File: src/rtl/turnstile_pkg.sv
// -----------------------------------------------------------------------------
// turnstile_pkg
// Shared definitions for the turnstile card-code interface: the transmit FSM
// state encoding, code/frame widths, and the legal code window that the
// turnstile controller enforces.
//
// Build option: CARD_CODE_PARITY_EN
//   defined   -> 5-bit frame (4 code bits + even parity bit)
//   undefined -> 4-bit frame (code bits only)
// -----------------------------------------------------------------------------
package turnstile_pkg;

    // Encodings are fixed; they are visible on state_out. Value 7 is unused
    // and treated as illegal by the FSM.
    typedef enum logic [2:0] {
        ST_IDLE       = 3'd0,
        ST_SHIFT      = 3'd1,
        ST_CHECK      = 3'd2,
        ST_SEND       = 3'd3,
        ST_WAIT_RESP  = 3'd4,
        ST_WAIT_CLOSE = 3'd5,
        ST_REMOVE     = 3'd6
    } state_e;

    localparam int CODE_W = 4;

`ifdef CARD_CODE_PARITY_EN
    localparam int FRAME_LEN = 5;
`else
    localparam int FRAME_LEN = 4;
`endif

    // Bit counter width, wide enough to index every frame bit.
    localparam int CNT_W = 3;

    // Legal access-code window. Enforced by the controller, not by this block.
    localparam logic [CODE_W-1:0] CODE_MIN = 4'd4;
    localparam logic [CODE_W-1:0] CODE_MAX = 4'd11;

    // Even parity: the XOR over the whole frame must be zero.
    function automatic logic frame_parity_ok(input logic [FRAME_LEN-1:0] frame);
        return ~(^frame);
    endfunction

endpackage

File: src/rtl/card_frame_shift.sv
// -----------------------------------------------------------------------------
// card_frame_shift
// Serial-to-parallel capture of one card frame, MSB first.
//
// Ports:
//   clk        in  : clock, rising edge
//   reset      in  : synchronous, active-low
//   clear      in  : synchronous clear of shift register and bit counter
//   shift_en   in  : capture card_bit this cycle
//   card_bit   in  : serial data
//   frame_done out : high in the cycle the last frame bit is captured
//   frame_data out : captured frame, first received bit in the MSB
//
// Frame length follows FRAME_LEN (selected by CARD_CODE_PARITY_EN).
// -----------------------------------------------------------------------------
module card_frame_shift
    import turnstile_pkg::*;
(
    input  logic                 clk,
    input  logic                 reset,
    input  logic                 clear,
    input  logic                 shift_en,
    input  logic                 card_bit,
    output logic                 frame_done,
    output logic [FRAME_LEN-1:0] frame_data
);

    localparam logic [CNT_W-1:0] LAST_BIT = CNT_W'(FRAME_LEN - 1);

    logic [CNT_W-1:0] bit_cnt;

    // Done is asserted alongside the strobe that carries the last bit, so
    // the FSM leaves SHIFT on the same edge that captures it.
    assign frame_done = shift_en && (bit_cnt == LAST_BIT);

    always_ff @(posedge clk) begin
        if (!reset || clear) begin
            bit_cnt    <= '0;
            frame_data <= '0;
        end else if (shift_en) begin
            frame_data <= {frame_data[FRAME_LEN-2:0], card_bit};
            bit_cnt    <= frame_done ? '0 : bit_cnt + 1'b1;
        end
    end

endmodule

File: src/rtl/card_code_tx.sv
// -----------------------------------------------------------------------------
// card_code_tx
// Transmitting end of the turnstile code interface. Collects a serial card
// frame, optionally checks even parity, strobes the 4-bit code to the
// turnstile controller and classifies the controller's door response as
// granted or denied. One transaction per card tap.
//
// Parameters:
//   RESP_TIMEOUT : cycles from valid_code to denial if the door never opens
//                  (legal 3..15)
//
// Ports:
//   clk              in  : clock, rising edge
//   reset            in  : synchronous, active-low
//   card_present     in  : card in the reader field
//   card_bit         in  : serial frame data, MSB first
//   card_bit_valid   in  : card_bit strobe
//   open_access_door in  : door-open response from the controller
//   valid_code       out : one-cycle code strobe (SEND state)
//   access_code      out : code to the controller, held SEND..IDLE
//   granted          out : one-cycle pulse, door opened and closed
//   denied           out : one-cycle pulse, response timeout
//   parity_err       out : one-cycle pulse, bad frame parity
//   busy             out : state is not IDLE
//   state_out        out : current state encoding
//
// Build option: CARD_CODE_PARITY_EN enables the parity bit and check; when
// undefined the frame is 4 bits and parity_err is constant 0.
//
// Handshake: valid_code is a pure strobe with no ready; the controller must
// sample access_code in the valid_code cycle, and answers by raising
// open_access_door (no earlier than 2 cycles later) and dropping it when the
// door closes.
// -----------------------------------------------------------------------------
module card_code_tx
    import turnstile_pkg::*;
#(
    parameter int RESP_TIMEOUT = 4
) (
    input  logic              clk,
    input  logic              reset,
    input  logic              card_present,
    input  logic              card_bit,
    input  logic              card_bit_valid,
    input  logic              open_access_door,
    output logic              valid_code,
    output logic [CODE_W-1:0] access_code,
    output logic              granted,
    output logic              denied,
    output logic              parity_err,
    output logic              busy,
    output logic [2:0]        state_out
);

    localparam logic [3:0] RESP_LAST = 4'(RESP_TIMEOUT - 1);

    state_e                state;
    state_e                state_nx;
    logic [3:0]            resp_cnt;
    logic                  abort;
    logic                  shift_en;
    logic                  frame_clear;
    logic                  frame_done;
    logic [FRAME_LEN-1:0]  frame_data;
    logic [CODE_W-1:0]     frame_code;
    logic                  parity_ok;
    logic                  granted_nx;
    logic                  denied_nx;

    // Card removal only aborts while the frame is still arriving.
    assign abort       = (state == ST_SHIFT) && !card_present;
    assign shift_en    = (state == ST_SHIFT) && card_present && card_bit_valid;
    assign frame_clear = (state == ST_IDLE) || abort;

    // Code bits are the first CODE_W bits received; parity (if any) is last.
    assign frame_code = frame_data[FRAME_LEN-1 -: CODE_W];

`ifdef CARD_CODE_PARITY_EN
    assign parity_ok = frame_parity_ok(frame_data);
`else
    assign parity_ok = 1'b1;
`endif

    card_frame_shift u_shift (
        .clk        (clk),
        .reset      (reset),
        .clear      (frame_clear),
        .shift_en   (shift_en),
        .card_bit   (card_bit),
        .frame_done (frame_done),
        .frame_data (frame_data)
    );

    // ---------------------------------------------------------------- state
    always_ff @(posedge clk) begin
        if (!reset) begin
            state <= ST_IDLE;
        end else begin
            state <= state_nx;
        end
    end

    // ----------------------------------------------------------- next state
    always_comb begin
        state_nx = state;
        case (state)
            ST_IDLE: begin
                if (card_present) state_nx = ST_SHIFT;
            end
            ST_SHIFT: begin
                if (!card_present)   state_nx = ST_IDLE;
                else if (frame_done) state_nx = ST_CHECK;
            end
            ST_CHECK: begin
                state_nx = parity_ok ? ST_SEND : ST_REMOVE;
            end
            ST_SEND: begin
                state_nx = ST_WAIT_RESP;
            end
            ST_WAIT_RESP: begin
                // A door opening in the final counted cycle still wins.
                if (open_access_door)           state_nx = ST_WAIT_CLOSE;
                else if (resp_cnt == RESP_LAST) state_nx = ST_REMOVE;
            end
            ST_WAIT_CLOSE: begin
                if (!open_access_door) state_nx = ST_REMOVE;
            end
            ST_REMOVE: begin
                if (!card_present) state_nx = ST_IDLE;
            end
            default: begin
                state_nx = ST_IDLE;
            end
        endcase
    end

    // -------------------------------------------------------------- outputs
    always_comb begin
        valid_code = (state == ST_SEND);
        busy       = (state != ST_IDLE);
        state_out  = state;
        granted_nx = (state == ST_WAIT_CLOSE) && !open_access_door;
        denied_nx  = (state == ST_WAIT_RESP) && !open_access_door &&
                     (resp_cnt == RESP_LAST);
    end

    // --------------------------------------------------------------- datapath
    // resp_cnt counts cycles since valid_code: 0 in SEND, so the last
    // WAIT_RESP cycle is SEND+RESP_TIMEOUT-1 and denied lands on
    // SEND+RESP_TIMEOUT. It saturates rather than wrapping.
    always_ff @(posedge clk) begin
        if (!reset) begin
            resp_cnt    <= '0;
            access_code <= '0;
            granted     <= 1'b0;
            denied      <= 1'b0;
        end else begin
            granted <= granted_nx;
            denied  <= denied_nx;

            if (state == ST_SEND || state == ST_WAIT_RESP) begin
                if (resp_cnt != RESP_LAST) resp_cnt <= resp_cnt + 4'd1;
            end else begin
                resp_cnt <= '0;
            end

            if (state_nx == ST_IDLE) begin
                access_code <= '0;
            end else if (state == ST_CHECK && state_nx == ST_SEND) begin
                access_code <= frame_code;
            end
        end
    end

`ifdef CARD_CODE_PARITY_EN
    always_ff @(posedge clk) begin
        if (!reset) begin
            parity_err <= 1'b0;
        end else begin
            parity_err <= (state == ST_CHECK) && !parity_ok;
        end
    end
`else
    assign parity_err = 1'b0;
`endif

endmodule

File: config.mk
export PLATFORM = sky130hd
export DESIGN_NAME = card_code_tx
export DESIGN_NICKNAME = d
export VERILOG_FILES = /design/src/rtl/turnstile_pkg.sv /design/src/rtl/card_frame_shift.sv /design/src/rtl/card_code_tx.sv
export SDC_FILE = /design/constraint.sdc
export NUM_CORES = 1
export LEC_CHECK = 0
export ABC_AREA = 1
export CAP_MARGIN = 30
export CORE_MARGIN = 1
export CORE_UTILIZATION = 40
export DETAILED_ROUTE_END_ITERATION = 10
export SYNTH_ARGS = -nofsm -noshare
export SYNTH_HDL_FRONTEND = slang
export SYNTH_HIERARCHICAL = 1
export SYNTH_SLANG_ARGS = --single-unit
File: constraint.sdc
create_clock -name clk -period 4.4 [get_ports clk]
set_input_delay 1.1 -clock clk [delete_from_list [all_inputs] [get_ports clk]]
set_output_delay 1.1 -clock clk [all_outputs]
set_load 0.1 [all_outputs]
---- Word level (Yosys, flattened, before mapping) ----
Index checks and enable logic that the tools add are counted.
storage, ports and cells
  memories kept ........................... 0
  latch bits .............................. 0
  memory bits (read-only) ................. 0
  bits in registers ....................... 20
  memory bits (writable) .................. 0
  word-level logic and storage cells ...... 48
  output and inout port bits .............. 12
operators by class
  bitwise logic cells ..................... 1
  mux-type cells .......................... 9
  div/mod/pow operators ................... 0
  shifts and indexed selects .............. 0
  reduce and logical (&&, ||, !) cells .... 19
  equality and inequality tests ........... 10
  $mul .................................... 0
  add/sub/neg operators ................... 2
  $lt $le $gt $ge ......................... 0
operator list
  kind                                                   number
  2-to-1 mux 3 bit                                       8
  one-hot mux 3 bit (7 select lines)                     1
  equality test 3 x 2 -> 1 bit, second input constant    4
  equality test 3 bit, second input constant             3
  logical AND 1 bit                                      8
  logical NOT 3 bit                                      2
  adder 4 x 1 -> 4 bit, second input constant            1
  equality test 4 x 2 -> 1 bit, second input constant    1
  inequality test 4 x 2 -> 1 bit, second input constant  1
  adder 3 x 1 -> 3 bit, second input constant            1
  equality test 3 x 1 -> 1 bit, second input constant    1
  logical NOT 1 bit                                      3
  logical OR 1 bit                                       3
  nonzero test 3 bit                                     1
  AND reduction 2 bit                                    1
  OR reduction 2 bit                                     1
  NOT 1 bit                                              1

---- Longest topological paths before layout ----
  depth in word-level cells ............... 9
  gate-level depth with buffers ........... 14
  gate-level depth less buffers ........... 13

---- Hierarchy ----
The synthesis kept the hierarchy.
modules (own cells, without submodules)
  module            times used  area each (um^2)  cells an instance
  card_code_tx      1           710.7             90
  card_frame_shift  1           281.5             37

---- Worst setup path before layout ----
No wires, ideal clock.
  path type ............................... register to output
  start point ............................. reg state[1] (netlist: state_out[1])
  end point ............................... out busy
  path slack .............................. 1.237 ns
  buffers on the path ..................... 0
  arrival ................................. 2.063 ns
  cell stages (with the launch flop) ...... 3
  cell sequence ........................... dfxtp_1 -> inv_2 -> nand3_1
between the ends
  word-level cells in the longest chain between the ends .. 1
ends and longest elaborated chain
  what                    line                 source
  from (decl)             card_code_tx.sv:57   state_e state;
  from (signal assigned)  card_code_tx.sv:99   state <= state_nx;
  nonzero test 3 bit      card_code_tx.sv:140  busy = (state != ST_IDLE);
  to (decl)               card_code_tx.sv:51   output logic busy,
Every way passes these cells.

---- Worst setup path in the final report ----
Same ends and word-level chain as after synthesis.

==> results.cfg <==
[floorplan]
io_pins = 18
row_count = 17
die_h_um = 51.8
dieArea_um2 = 2680
initial_utilization = 0.436
design.core.area_um2 = 2280
die_w_um = 51.8

[yosys]
synthTopCellsByCount = nand2_1 (27), dfxtp_1 (20), inv_1 (15)
synth_cell_type_count = 26
synthesis.yosys.warnings = 6
synth_area_um2 = 992
synth_top_area_frac = 0.404
yosys_register_bits = 20
yosysSeqAreaShare = 0.404
synth_most_common_cell = nand2_1
syn_avg_cell_area_um2 = 7.81
ys.flop_type = dfxtp_1
synth-async-reset-ratio = 0
synth_edf_count = 0
synth_area_leaders = dfxtp_1 (40%), nand2_1 (10%), a21oi_1 (7.1%)
netlist_instances = 127
syn_nets = 135
yosysTopAreaCell = dfxtp_1

[detailed_routing]
ant_nets = 0
dr_total_vias = 809
drt-pass1-iter-count = 4
drtIter0Drc = 10
dr_wl_met2_um = 783
wirelength_mm = 1.75
drc = 0
drt-met1-wl_um = 880
highest_layer = met4
wl_per_cell_um = 10.2
wl_met3_um = 67
routed_via_density = 4.70

[clock_network]
cts_resized = 0
clkSinkCount = 20
cts_tree = done
htree_levels = 1
root_buffer = clkbuf_4
cts_setup_buffers = 0
path_clk_slew_ns = 0.10
hold_buffers = 0
clk_path_buf_depth = 2
clk_latency_ns = 0.29
cts_inserted_buffers = 3

[global_routing]
antenna_found_initial = 0
grt_pass1_vias = 742
grt_max_degree = 11
grt.total_usage = 0.154
grt_pass1_wl_mm = 3.02
overflow = 0

[setup_path]
max_stage_delay_ns = 1.13
r2r-start = state_out[1]
cp_max_fo = 7
worstPathArrival_ns = 2.17
path_delay_family = buffers and inverters
critPathKind = flip-flop to output port
cp-start-kind = flip-flop
cpMaxStageDelayCell = clkdlybuf4s50_1
crit_start = state_out[1]
required_ns = 3.30
crit_cells = 3
crit_buf_inv = 2
crit_chain = inv_2 > nand3_1 > clkdlybuf4s50_1
reg2reg_depth = 13
critPathCaptureType = output port

[timing]
min_period_ns = 3.27
whs_ns = 0.443
fin_worst_skew_ns = 0.00261
finalHoldViolations = 0
finalSetupViolCount = 0
relSlewSlack = 0.350
period_share = 0.742
tightest_slew_ns = 0.972
fin_setup_tns_ns = 0
maxSlewViolCount = 0
rsz0062_at_grt = false
fmax_mhz = 306

[power]
ir_drop_uv = 228
p_leak_nw = 0.479
power.density_nw_per_um2 = 249

[layout]
drive_gt1_frac = 0.181
nets = 154
area_growth_pct = 20.1
insertedDiodeCount = 0

[placement]
io_buffers = 16
place_congestion = 0.802
dp_hpwl_mm = 1.40

[min_path]
hold_path_class = flip-flop to flip-flop
hold_depth = 2
hold_start = u_shift/bit_cnt[2]

[job]
max_cap_violations = 0

[run_status]
status = finished, final reports clean
==> state kept, by name (all words and copies together), names as in the netlist <==
signal,count
access_code,4
resp_cnt,4
u_shift/frame_data,4
state_out,3
u_shift/bit_cnt,3
denied,1
granted,1
==> cells by family after synthesis <==
group / after synthesis / share of synthesized area
DFF: 20 / 0.404
muxes: 4 / 0.0454
xor gates and xnor gates: 3 / 0.0265
AOI/OAI and AO/OA: 16 / 0.0958
adders and majority gates: 2 / 0.0252
other: 1 / 0.00378
and+or+nand+nor: 58 / 0.301
buffers and inverters: 23 / 0.0984
==> cell type report <==
type                       count  area, um^2
clock buffer                   3        22.5
timing repair buffer          16         160
inverter                      21        78.8
sequential                    20         400
tap                           28        35.0
multi-input combinational     84         494
fill                         228        1080
==> worst reg2reg max path, cell delays in order, from the launching register on <==
cell and delay, ns:
dfxtp_1 0.40, inv_2 0.16, nand2_1 0.08, nor2_2 0.16, and3_1 0.40, nand3_1 0.15, inv_1 0.07, inv_1 0.05
nand2_1 0.05, nor2_1 0.04, nand2_1 0.10, nand3_2 0.10, o21bai_4 0.15, a21oi_1 0.08
==> layer usage <==
| layer | track usage | up-vias |
|---|---|---|
| li1 | - | 435 |
| met4 | 0.0811 | 0 |
| met5 | 0 | - |
| met3 | 0.0409 | 2 |
| met2 | 0.232 | 16 |
| met1 | 0.201 | 356 |
==> where the power goes <==
| part | switching [mW] | internal, mW | total [mW] |
|---|---|---|---|
| Sequential | 0.00124 | 0.182 | 0.183 |
| Combinational | 0.0221 | 0.00961 | 0.0317 |
| Clock | 0.0502 | 0.0318 | 0.0820 |
==> cells in the final DEF (no fill, tap or decap), drive strengths merged <==
| cell | instances |
|---|---|
| conb | 1 |
| xnor2 | 2 |
| clkbuf | 3 |
| or2 | 1 |
| mux2 | 4 |
| nand4 | 1 |
| ha | 2 |
| a31oi | 1 |
| nor3b | 1 |
| a21oi | 14 |
| nand2 | 30 |
| nor3 | 2 |
| dfxtp | 20 |
| inv | 20 |
| and3 | 1 |
| o21bai | 1 |
| xor2 | 1 |
| clkdlybuf4s50 | 16 |
| clkinv | 1 |
| nor2 | 12 |
| nand3 | 10 |
==> worst paths after layout <==
kind | to | slack (ns)
setup / recovery | busy | 1.13
hold / removal | u_shift/bit_cnt[2] | 0.44
setup reg to reg | access_code[2] | 2.32
hold reg to reg | u_shift/bit_cnt[2] | 0.44
==> through the flow <==
stage	instances	util	setup WS (ns)	instance area [um^2]	total power [mW]
after floorplan	127	-	1.24	992	0.210
after global placement	169	0.513	1.48	1170	0.219
after detailed placement	169	0.513	1.46	1170	0.219
after CTS	172	0.523	1.12	1190	0.302
after global routing	172	0.523	1.04	1190	0.311
final	172	0.523	1.13	1190	0.297
Power figures use the tool's default switching activity.
